[config.mk]
export PLATFORM = sky130hd
export DESIGN_NAME = if_fetch_unit_flat
export DESIGN_NICKNAME = d
export VERILOG_FILES = /design/src/rtl/if_pkg.sv /design/src/rtl/if_fetch_unit_if.sv /design/src/rtl/if_pc_mux.sv /design/src/rtl/if_fetch_unit.sv /design/src/flat_wrapper.sv
export SDC_FILE = /design/constraint.sdc
export NUM_CORES = 1
export LEC_CHECK = 0
export ABC_AREA = 0
export ABC_CLOCK_PERIOD_IN_PS = 2600
export CAP_MARGIN = 20
export CORE_UTILIZATION = 40
export CTS_CLUSTER_DIAMETER = 100
export DETAILED_ROUTE_END_ITERATION = 8
export GPL_ROUTABILITY_DRIVEN = 0
export PLACE_DENSITY = 0.74
export SETUP_SLACK_MARGIN = 0.2
export SYNTH_ARGS = -nofsm -noshare
export SYNTH_HDL_FRONTEND = slang
export SYNTH_SLANG_ARGS = --single-unit
[constraint.sdc]
create_clock -name clk -period 2.6 [get_ports clk]
set_input_delay 0.26 -clock clk [delete_from_list [all_inputs] [get_ports clk]]
set_output_delay 0.26 -clock clk [all_outputs]
set_load 0.02 [all_outputs]
[src/rtl/if_pkg.sv]
// ---------------------------------------------------------------------------
// if_pkg : shared fetch-stage types and constants            rev 1.0
// ---------------------------------------------------------------------------
`default_nettype none

package if_pkg;

  typedef enum logic [1:0] {
    S_IDLE = 2'd0,
    S_REQ  = 2'd1,
    S_WAIT = 2'd2,
    S_HOLD = 2'd3
  } fetch_state_e;

  localparam logic [31:0] RESET_PC_DEFAULT = 32'h8000_0000;
  localparam logic [31:0] PC_STEP_DEFAULT  = 32'd4;
  localparam logic [31:0] NOP_INST         = 32'h0000_0000;

endpackage

`default_nettype wire

[src/rtl/if_fetch_unit_if.sv]
// ---------------------------------------------------------------------------
// if_fetch_unit_if : SRAM-like instruction bus (request + response)  rev 1.0
// ---------------------------------------------------------------------------
`default_nettype none

interface if_fetch_unit_if;

  logic        inst_req;
  logic [31:0] inst_addr;
  logic        inst_addr_ok;
  logic        inst_data_ok;
  logic [31:0] inst_rdata;

  modport master (
    output inst_req,
    output inst_addr,
    input  inst_addr_ok,
    input  inst_data_ok,
    input  inst_rdata
  );

  modport slave (
    input  inst_req,
    input  inst_addr,
    output inst_addr_ok,
    output inst_data_ok,
    output inst_rdata
  );

endinterface

`default_nettype wire

[src/rtl/if_pc_mux.sv]
// ---------------------------------------------------------------------------
// if_pc_mux : next-PC select, redirect > sequential step > hold   rev 1.0
// ---------------------------------------------------------------------------
`default_nettype none

module if_pc_mux
  import if_pkg::*;
#(
  parameter logic [31:0] PC_STEP = PC_STEP_DEFAULT
) (
  input  logic [31:0] pc,
  input  logic [31:0] br_target,
  input  logic        sel_br,
  input  logic        sel_step,
  output logic [31:0] next_pc
);

  always_comb begin
    next_pc = pc;
    if (sel_br) begin
      next_pc = br_target;
    end else if (sel_step) begin
      next_pc = pc + PC_STEP;
    end
  end

endmodule

`default_nettype wire

[src/rtl/if_fetch_unit.sv]
// ---------------------------------------------------------------------------
// if_fetch_unit : IF stage, PC owner, single-outstanding fetch   rev 1.0
// Optional macro IF_ADEF_EN: misaligned-PC fetch exception instead of bus issue.
// ---------------------------------------------------------------------------
`default_nettype none

module if_fetch_unit
  import if_pkg::*;
#(
  parameter logic [31:0] RESET_PC = RESET_PC_DEFAULT,
  parameter logic [31:0] PC_STEP  = PC_STEP_DEFAULT
) (
  input  logic                   clk,
  input  logic                   resetn,
  if_fetch_unit_if.master        bus,
  input  logic                   br_taken,
  input  logic [31:0]            br_target,
  input  logic                   id_allowin,
  output logic                   if_valid,
  output logic [31:0]            if_pc,
  output logic [31:0]            if_inst,
  output logic                   if_ex
);

  fetch_state_e state, state_nxt;
  logic [31:0]  pc, pc_nxt;
  logic         cancel, cancel_nxt;
  logic         sel_br, sel_step, capture, req;
`ifdef IF_ADEF_EN
  logic         raise_ex;
`endif

  if_pc_mux #(.PC_STEP(PC_STEP)) u_pc_mux (
    .pc        (pc),
    .br_target (br_target),
    .sel_br    (sel_br),
    .sel_step  (sel_step),
    .next_pc   (pc_nxt)
  );

  always_ff @(posedge clk or negedge resetn) begin
    if (!resetn) begin
      state  <= S_IDLE;
      pc     <= RESET_PC;
      cancel <= 1'b0;
    end else begin
      state  <= state_nxt;
      pc     <= pc_nxt;
      cancel <= cancel_nxt;
    end
  end

  always_comb begin
    state_nxt  = state;
    cancel_nxt = cancel;
    sel_br     = 1'b0;
    sel_step   = 1'b0;
    capture    = 1'b0;
    req        = 1'b0;
`ifdef IF_ADEF_EN
    raise_ex   = 1'b0;
`endif
    unique case (state)
      S_IDLE: state_nxt = S_REQ;
      S_REQ: begin
        req = 1'b1;
`ifdef IF_ADEF_EN
        // A misaligned PC never reaches the bus; a redirect still wins.
        if (pc[1:0] != 2'b00) begin
          req = 1'b0;
          if (br_taken) begin
            sel_br = 1'b1;
          end else begin
            raise_ex  = 1'b1;
            state_nxt = S_HOLD;
          end
        end else
`endif
        if (br_taken) begin
          sel_br = 1'b1;
          if (bus.inst_addr_ok) begin
            cancel_nxt = 1'b1;
            state_nxt  = S_WAIT;
          end
        end else if (bus.inst_addr_ok) begin
          state_nxt = S_WAIT;
        end
      end
      S_WAIT: begin
        sel_br = br_taken;
        if (bus.inst_data_ok) begin
          if (cancel || br_taken) begin
            cancel_nxt = 1'b0;
            state_nxt  = S_REQ;
          end else begin
            capture   = 1'b1;
            state_nxt = S_HOLD;
          end
        end else if (br_taken) begin
          cancel_nxt = 1'b1;
        end
      end
      S_HOLD: begin
        // Redirect squashes the held instruction even if ID accepts it.
        if (br_taken) begin
          sel_br    = 1'b1;
          state_nxt = S_REQ;
        end else if (id_allowin) begin
          sel_step  = 1'b1;
          state_nxt = S_REQ;
        end
      end
      default: state_nxt = S_IDLE;
    endcase
  end

  always_ff @(posedge clk or negedge resetn) begin
    if (!resetn) begin
      if_pc   <= RESET_PC;
      if_inst <= NOP_INST;
    end else if (capture) begin
      if_pc   <= pc;
      if_inst <= bus.inst_rdata;
    end
`ifdef IF_ADEF_EN
    else if (raise_ex) begin
      if_pc   <= pc;
      if_inst <= NOP_INST;
    end
`endif
  end

`ifdef IF_ADEF_EN
  always_ff @(posedge clk or negedge resetn) begin
    if (!resetn) begin
      if_ex <= 1'b0;
    end else if (raise_ex) begin
      if_ex <= 1'b1;
    end else if (state == S_HOLD && state_nxt != S_HOLD) begin
      if_ex <= 1'b0;
    end
  end
`else
  assign if_ex = 1'b0;
`endif

  assign if_valid      = (state == S_HOLD);
  assign bus.inst_req  = req;
  assign bus.inst_addr = pc;

endmodule

`default_nettype wire

[src/flat_wrapper.sv]
// flat-port wrapper written by rule: the top's interface ports become plain ports
module if_fetch_unit_flat import if_pkg::*;
#(
  parameter logic [31:0] RESET_PC = RESET_PC_DEFAULT,
  parameter logic [31:0] PC_STEP  = PC_STEP_DEFAULT
)
  (clk, resetn, br_taken, br_target, id_allowin, if_valid, if_pc, if_inst, if_ex, bus_inst_req, bus_inst_addr, bus_inst_addr_ok, bus_inst_data_ok, bus_inst_rdata);
  if_fetch_unit_if bus_i ();
  input  logic clk;
  input  logic resetn;
  input  logic br_taken;
  input  logic [31:0] br_target;
  input  logic id_allowin;
  output logic if_valid;
  output logic [31:0] if_pc;
  output logic [31:0] if_inst;
  output logic if_ex;
  output wire logic [$bits(bus_i.inst_req)-1:0] bus_inst_req;
  output wire logic [$bits(bus_i.inst_addr)-1:0] bus_inst_addr;
  input wire logic [$bits(bus_i.inst_addr_ok)-1:0] bus_inst_addr_ok;
  input wire logic [$bits(bus_i.inst_data_ok)-1:0] bus_inst_data_ok;
  input wire logic [$bits(bus_i.inst_rdata)-1:0] bus_inst_rdata;
  assign bus_inst_req = bus_i.inst_req;
  assign bus_inst_addr = bus_i.inst_addr;
  assign bus_i.inst_addr_ok = bus_inst_addr_ok;
  assign bus_i.inst_data_ok = bus_inst_data_ok;
  assign bus_i.inst_rdata = bus_inst_rdata;
  if_fetch_unit #(.RESET_PC(RESET_PC), .PC_STEP(PC_STEP)) u_core (.clk(clk), .resetn(resetn), .bus(bus_i), .br_taken(br_taken), .br_target(br_target), .id_allowin(id_allowin), .if_valid(if_valid), .if_pc(if_pc), .if_inst(if_inst), .if_ex(if_ex));
endmodule
==> Yosys cells after proc, flatten, opt, wreduce, memory -nomap -nowiden <==
Index checks and enable logic that the tools add are counted.
{ "word_totals": {"mem_count": 0, "romBits": 0, "output_inout_bits": 99, "word_cells": 45, "ram_bits": 0, "regBits": 99, "latchBits": 0, "input_bits": 70} }
{ "op_classes": {"div": 0, "n_bitwise": 0, "n_addsub": 1, "shift": 0, "order_cmp": 0, "mux": 23, "n_eq_ne": 9, "mul": 0, "reduce_logical": 7} }
{ "ops": {"columns": ["cell", "count"], "rows": [
  ["2-to-1 mux 32 bit", 2],
  ["adder 32 x 3 -> 32 bit (second input constant)", 1],
  ["2-to-1 mux 1 bit", 13],
  ["2-to-1 mux 2 bit", 5],
  ["one-hot mux 2 bit (4 select lines)", 1],
  ["!= test 2 bit (second input constant)", 3],
  ["!= test 3 bit (second input constant)", 2],
  ["AND reduction 5 bit", 1],
  ["equality test 2 bit (second input constant)", 2],
  ["one-hot mux 1 bit (2 select lines)", 2],
  ["nonzero test 2 bit", 2],
  ["!= test 3 x 2 -> 1 bit (second input constant)", 1],
  ["AND reduction 3 bit", 1],
  ["equality test 2 x 1 -> 1 bit (second input constant)", 1],
  ["logical NOT 2 bit", 1],
  ["OR reduction 2 bit", 1],
  ["logical OR 1 bit", 1]
]} }

==> Longest topological paths before layout <==
{ "depth": {"word_depth": 5, "mapped_depth": 8} }

==> Hierarchy <==
Synthesis repeated with hierarchy kept, for this count alone.
{ "unflattened": {"cells_unflattened": 375, "hier_area_um2": 4849.7} }
{ "modules_own_cells": {"columns": ["mod", "instances", "area_per_inst_um2", "cells_per_inst", "seq_area_each_um2"], "rows": [
  ["if_fetch_unit", 1, 3791.1, 198, 2479.9],
  ["if_pc_mux", 1, 1058.5, 177, 0.0]
]} }

==> Worst setup path after synthesis <==
Ideal clock, no wire load.
{ "synth_path": {"path_kind": "register -> register", "from": "register u_core.state[0]", "to": "register u_core.pc[27], in the netlist u_core.bus.inst_addr[27]", "path_buffers": 1, "path_stages_with_launch": 8, "setup_slack_ns": 0.650, "t_required_ns": 2.476, "arrival_time_ns": 1.826, "cell_sequence": "dfrtp_1 ha_1 and3b_1 buf_6 nand2_2 nor4_2 nor2_1 a211o_1"} }
{ "synth_between": {"elab_chain_len": 4, "elab_cells_between_ends": 8} }
{ "synth_lines": {"columns": ["element", "line_no", "rtl"], "rows": [
  ["start, declared", "if_fetch_unit.sv:25", "fetch_state_e state, state_nxt;"],
  ["start signal, assigned", "if_fetch_unit.sv:47", "state <= state_nxt;"],
  ["equality test 2 bit *", null, null],
  ["net if_valid", "flat_wrapper.sv:14", "output logic if_valid;"],
  ["OR reduction 2 bit (no line)", null, null],
  ["one-hot mux 1 bit (2 select lines)", "if_fetch_unit.sv:63", "unique case (state)"],
  ["2-to-1 mux 32 bit / nonzero test 2 bit (equally long branches)", null, null],
  ["end signal, assigned", "if_fetch_unit.sv:48", "pc <= pc_nxt;"],
  ["end, declared", "if_fetch_unit.sv:26", "logic [31:0] pc, pc_nxt;"]
]} }
The timed path passes the listed nets; every way through them passes the cells marked *.
A chain may end at the register's enable or synchronous reset.

==> Worst setup path in the final report <==
{ "layout_path": {"from": "register u_core.pc[5], in the netlist u_core.bus.inst_addr[5]", "to": "register u_core.pc[30], in the netlist u_core.bus.inst_addr[30]"} }
{ "layout_between": {"elab_chain_len": 3} }
{ "layout_lines": {"columns": ["element", "line_no", "rtl"], "rows": [
  ["adder 32 x 3 -> 32 bit", "if_pc_mux.sv:23", "next_pc = pc + PC_STEP;"],
  ["2-to-1 mux 32 bit", "if_pc_mux.sv:22", "end else if (sel_step) begin"],
  ["2-to-1 mux 32 bit", "if_pc_mux.sv:20", "if (sel_br) begin"]
]} }
No other way between the ends. The select of a mux whose other input is x is not followed.

==> impl_metrics.xml <==
<?xml version="1.0" encoding="UTF-8"?>
<metrics>
  <group name="yosys">
    <metric name="synth_cell_types" unit="">47</metric>
    <metric name="synthesis.area" unit="mm2">0.00452</metric>
    <metric name="synth_top_cell_area_share" unit="%">53.7</metric>
    <metric name="post_synth_inst_count" unit="">374</metric>
    <metric name="synth_seq_cells" unit="">99</metric>
    <metric name="yosys-top-cells-area" unit="">dfrtp_1 54%, mux2_2 16%, xnor2_1 4.1%, nand2_1 3.7%, o21ai_0 2.2%</metric>
    <metric name="synth.yosys.seq_area_share" unit="%">54.9</metric>
    <metric name="ys_warn_count" unit="">0</metric>
    <metric name="syn-num-nets" unit="">450</metric>
    <metric name="syn-mean-instance-area" unit="um2">12.1</metric>
    <metric name="netlist.top_cell.by_area" unit="">dfrtp_1</metric>
  </group>
  <group name="sta">
    <metric name="worst_max_slew_margin_expressed_relative_to_the_limit" unit="%">53.9</metric>
    <metric name="setup_ws" unit="ns">0.519</metric>
    <metric name="max_freq" unit="GHz">0.481</metric>
    <metric name="timing_max_transition_violations_final" unit="">0</metric>
    <metric name="post-route-min-period" unit="ns">2.08</metric>
    <metric name="finalClockSkew" unit="ns">0.00580</metric>
    <metric name="hold_viol_final" unit="">0</metric>
    <metric name="hold-worst-slack" unit="ns">0.455</metric>
    <metric name="final.setup.tns" unit="ns">0</metric>
    <metric name="post-route-period-util" unit="%">80.0</metric>
    <metric name="setup_viol" unit="">0</metric>
    <metric name="worstMarginPinSlew" unit="ns">0.692</metric>
    <metric name="setup_repair_after_global_routing_missed_its_margin" unit="">false</metric>
  </group>
  <group name="floorplanning">
    <metric name="die_height" unit="um">108</metric>
    <metric name="fp.dieW" unit="um">108</metric>
    <metric name="initial_core_util" unit="%">41.3</metric>
    <metric name="io_pins" unit="">169</metric>
    <metric name="core.rowCount" unit="">38</metric>
    <metric name="die_area" unit="mm2">0.0117</metric>
    <metric name="fp.coreArea" unit="mm2">0.0109</metric>
  </group>
  <group name="final_layout">
    <metric name="num-nets-final" unit="">616</metric>
    <metric name="n_antenna_cell" unit="">0</metric>
    <metric name="num-fill-cells" unit="">917</metric>
    <metric name="area_growth_syn_to_layout" unit="%">47.8</metric>
    <metric name="drive_above_1_share" unit="%">19.1</metric>
  </group>
  <group name="grt">
    <metric name="grt_pass1_wl" unit="mm">17.9</metric>
    <metric name="grt_start_max_net_pins" unit="">60</metric>
    <metric name="globalRoute.totalOverflow" unit="">0</metric>
    <metric name="vias_in_the_first_global_route" unit="">3577</metric>
    <metric name="number_of_antenna_violations_at_the_first_check_in_global_routing" unit="">0</metric>
    <metric name="grtUsageTotal" unit="%">19.8</metric>
  </group>
  <group name="route">
    <metric name="drcViolationCount" unit="">0</metric>
    <metric name="detail_route.wl_per_cell" unit="um">16.4</metric>
    <metric name="vias" unit="">3477</metric>
    <metric name="via_per_inst" unit="">5.08</metric>
    <metric name="drt_total_wl" unit="mm">11.2</metric>
    <metric name="postRouteAntennaNets" unit="">0</metric>
    <metric name="drt_pre_antenna_iters" unit="">4</metric>
    <metric name="dr.first_iter.drc_count" unit="">148</metric>
  </group>
  <group name="critical_path">
    <metric name="setup.worst_path.class" unit="">reg2reg</metric>
    <metric name="crit_path_max_delay_cell_type" unit="">or3_1</metric>
    <metric name="slowest_delay" unit="ns">0.56</metric>
    <metric name="r2r-start" unit="">u_core.bus.inst_addr[5]</metric>
    <metric name="arrival" unit="ns">2.32</metric>
    <metric name="worstPathMaxFanout" unit="">10</metric>
    <metric name="worstReg2RegEnd" unit="">u_core.bus.inst_addr[30]</metric>
    <metric name="reg2reg_setup_slack" unit="ns">0.52</metric>
    <metric name="capturing_element_type_of_the_critical_path" unit="">register</metric>
    <metric name="worstPathCellList" unit="">nand2_2, or3_1, nor4_4, a211oi_1, a311oi_1</metric>
    <metric name="critical_path.startpoint_type" unit="">register</metric>
    <metric name="worstPathRequired" unit="ns">2.84</metric>
    <metric name="worstRegToRegCells" unit="">5</metric>
  </group>
  <group name="clocking">
    <metric name="cts_htree_levels" unit="">3</metric>
    <metric name="cts_made_buffers" unit="">9</metric>
    <metric name="cts.clk_slew.worst_paths" unit="ns">0.07</metric>
    <metric name="ctsResizeCount" unit="">0</metric>
    <metric name="clock_latency" unit="ns">0.34</metric>
    <metric name="postCtsSetupBuffers" unit="">0</metric>
    <metric name="tritoncts" unit="">built</metric>
    <metric name="tritoncts_num_sinks" unit="">99</metric>
    <metric name="clockBufferDepth" unit="">2</metric>
    <metric name="clock-root-buffer" unit="">clkbuf_16</metric>
  </group>
  <group name="placement">
    <metric name="detailedPlace.worstSlack" unit="ns">0.288</metric>
    <metric name="placement.io_buffers" unit="">167</metric>
    <metric name="post_detail_place_hpwl" unit="mm">8.03</metric>
  </group>
  <group name="power">
    <metric name="power.total" unit="W">0.00802</metric>
    <metric name="p_per_area" unit="mW/mm2">1200</metric>
    <metric name="static-leakage-power" unit="nW">2.76</metric>
    <metric name="ir_worst_vdd" unit="uV">574</metric>
  </group>
  <group name="min_path">
    <metric name="min-delay-path-class" unit="">in2async</metric>
  </group>
  <group name="run_status">
    <metric name="status" unit="">completed</metric>
  </group>
  <group name="flow_run">
    <metric name="max_cap_viol_count" unit="">0</metric>
  </group>
</metrics>
==> logic make-up after synthesis <==
| kind of cell | count (synthesis) | share of synthesized area [%] |
|---|---|---|
| adder cells (fa/ha/maj) | 6 | 1.66 |
| multiplexers | 66 | 16.4 |
| AND/OR/NAND/NOR | 113 | 14.1 |
| buffers and inverters | 25 | 3.19 |
| AO/OA/AOI/OAI | 40 | 5.04 |
| flip-flops | 99 | 54.9 |
| other | 1 | 0.0830 |
| XOR/XNOR | 24 | 4.65 |
==> state kept, by name, summed over array words and instances (netlist names) <==
name / flops
u_core.if_pc: 32
u_core.state: 2
u_core.if_inst: 32
u_core.bus.inst_addr: 32
u_core.cancel: 1
==> metal layers <==
| metal | GRT usage, % | share of wire, % | wire [um] | vias up |
|---|---|---|---|---|
| li1 | - | - | - | 1647 |
| met1 | 25.4 | 44 | 4960 | 1718 |
| met2 | 33.3 | 49 | 5510 | 102 |
| met3 | 3.74 | 5.3 | 595 | 10 |
| met4 | 6.85 | 1.2 | 131 | 0 |
| met5 | 0 | 0 | 0 | - |
==> how the worst max path moves through the flow <==
stage                                  startpoint                       end  cells past startpoint
after detailed placement                 br_taken  u_core.bus.inst_addr[30]                      6
after CTS                         u_core.state[0]  u_core.bus.inst_addr[30]                      6
after global placement                   br_taken  u_core.bus.inst_addr[30]                      6
final                     u_core.bus.inst_addr[5]  u_core.bus.inst_addr[30]                      5
after global routing              u_core.state[0]  u_core.bus.inst_addr[30]                      6
after floorplan                   u_core.state[0]  u_core.bus.inst_addr[27]                      7
==> where the power goes <==
group	internal, W	switching, W	total [W]
clock network	0.000988	0.000571	0.00156
logic	0.00187	0.00171	0.00358
registers	0.00224	0.000645	0.00288
==> synthesized netlist by cell type (all sizes together) <==
master       instances
dfrtp               97
mux2                64
nand2               46
o21ai               27
xnor2               21
buf                 15
nor2                11
nor3                11
nor4                11
nand3                7
nand4                7
ha                   6
and3                 5
and4                 5
inv                  5
a21oi                4
and2                 4
clkbuf               4
xor2                 3
a211oi               2
a311oi               2
dfstp                2
mux2i                2
nand2b               2
a211o                1
a22oi                1
a41oi                1
and2b                1
and3b                1
conb                 1
dlygate4sd1          1
nor3b                1
o211ai               1
o21a                 1
or3                  1
==> critical path, delay by kind of cell, from the launching register on <==
family          cells  cell delay, ns
simple gates        3            1.06
flops               1            0.52
compound gates      2            0.40
==> area by class of cell <==
class	count	area, um2	share of cell area, %
clock buffer	11	253	3.79
clock inverter	4	97.6	1.46
inverter	5	18.8	0.281
multi-input combinational	250	1900	28.4
sequential	99	2480	37.1
tap	140	175	2.62
timing repair buffer	175	1760	26.3
==> stage by stage <==
stage	util, %	cell area (um2)	instances
after floorplan	-	4520	374
after global placement	57.8	6320	668
after detailed placement	57.8	6320	668
after CTS	61.1	6680	684
after global routing	61.1	6680	684
final	61.1	6680	684
==> cell usage in the layout, fill, tap and decap left out, types with 3 or more instances in the layout <==
cell type / instances
clkdlybuf4s50_1: 166
dfrtp_1: 97
mux2_2: 64
nand2_1: 44
xnor2_1: 21
o21ai_0: 20
nor3_1: 11
nor2_1: 11
clkbuf_16: 9
nand4_1: 7
o21ai_1: 7
nor4_1: 6
ha_1: 6
buf_4: 6
inv_1: 5
nand3_1: 5
a21oi_1: 4
and3_1: 4
and4_1: 3
nor4_2: 3
xor2_1: 3
bufinv_16: 3
==> timing repair <==
item	in CTS	in global routing
hold buffers	1	0
endpoints found under the setup margin	0	0
endpoints found under the hold margin	40	0
No activity file was read; power rests on OpenSTA's default activity.
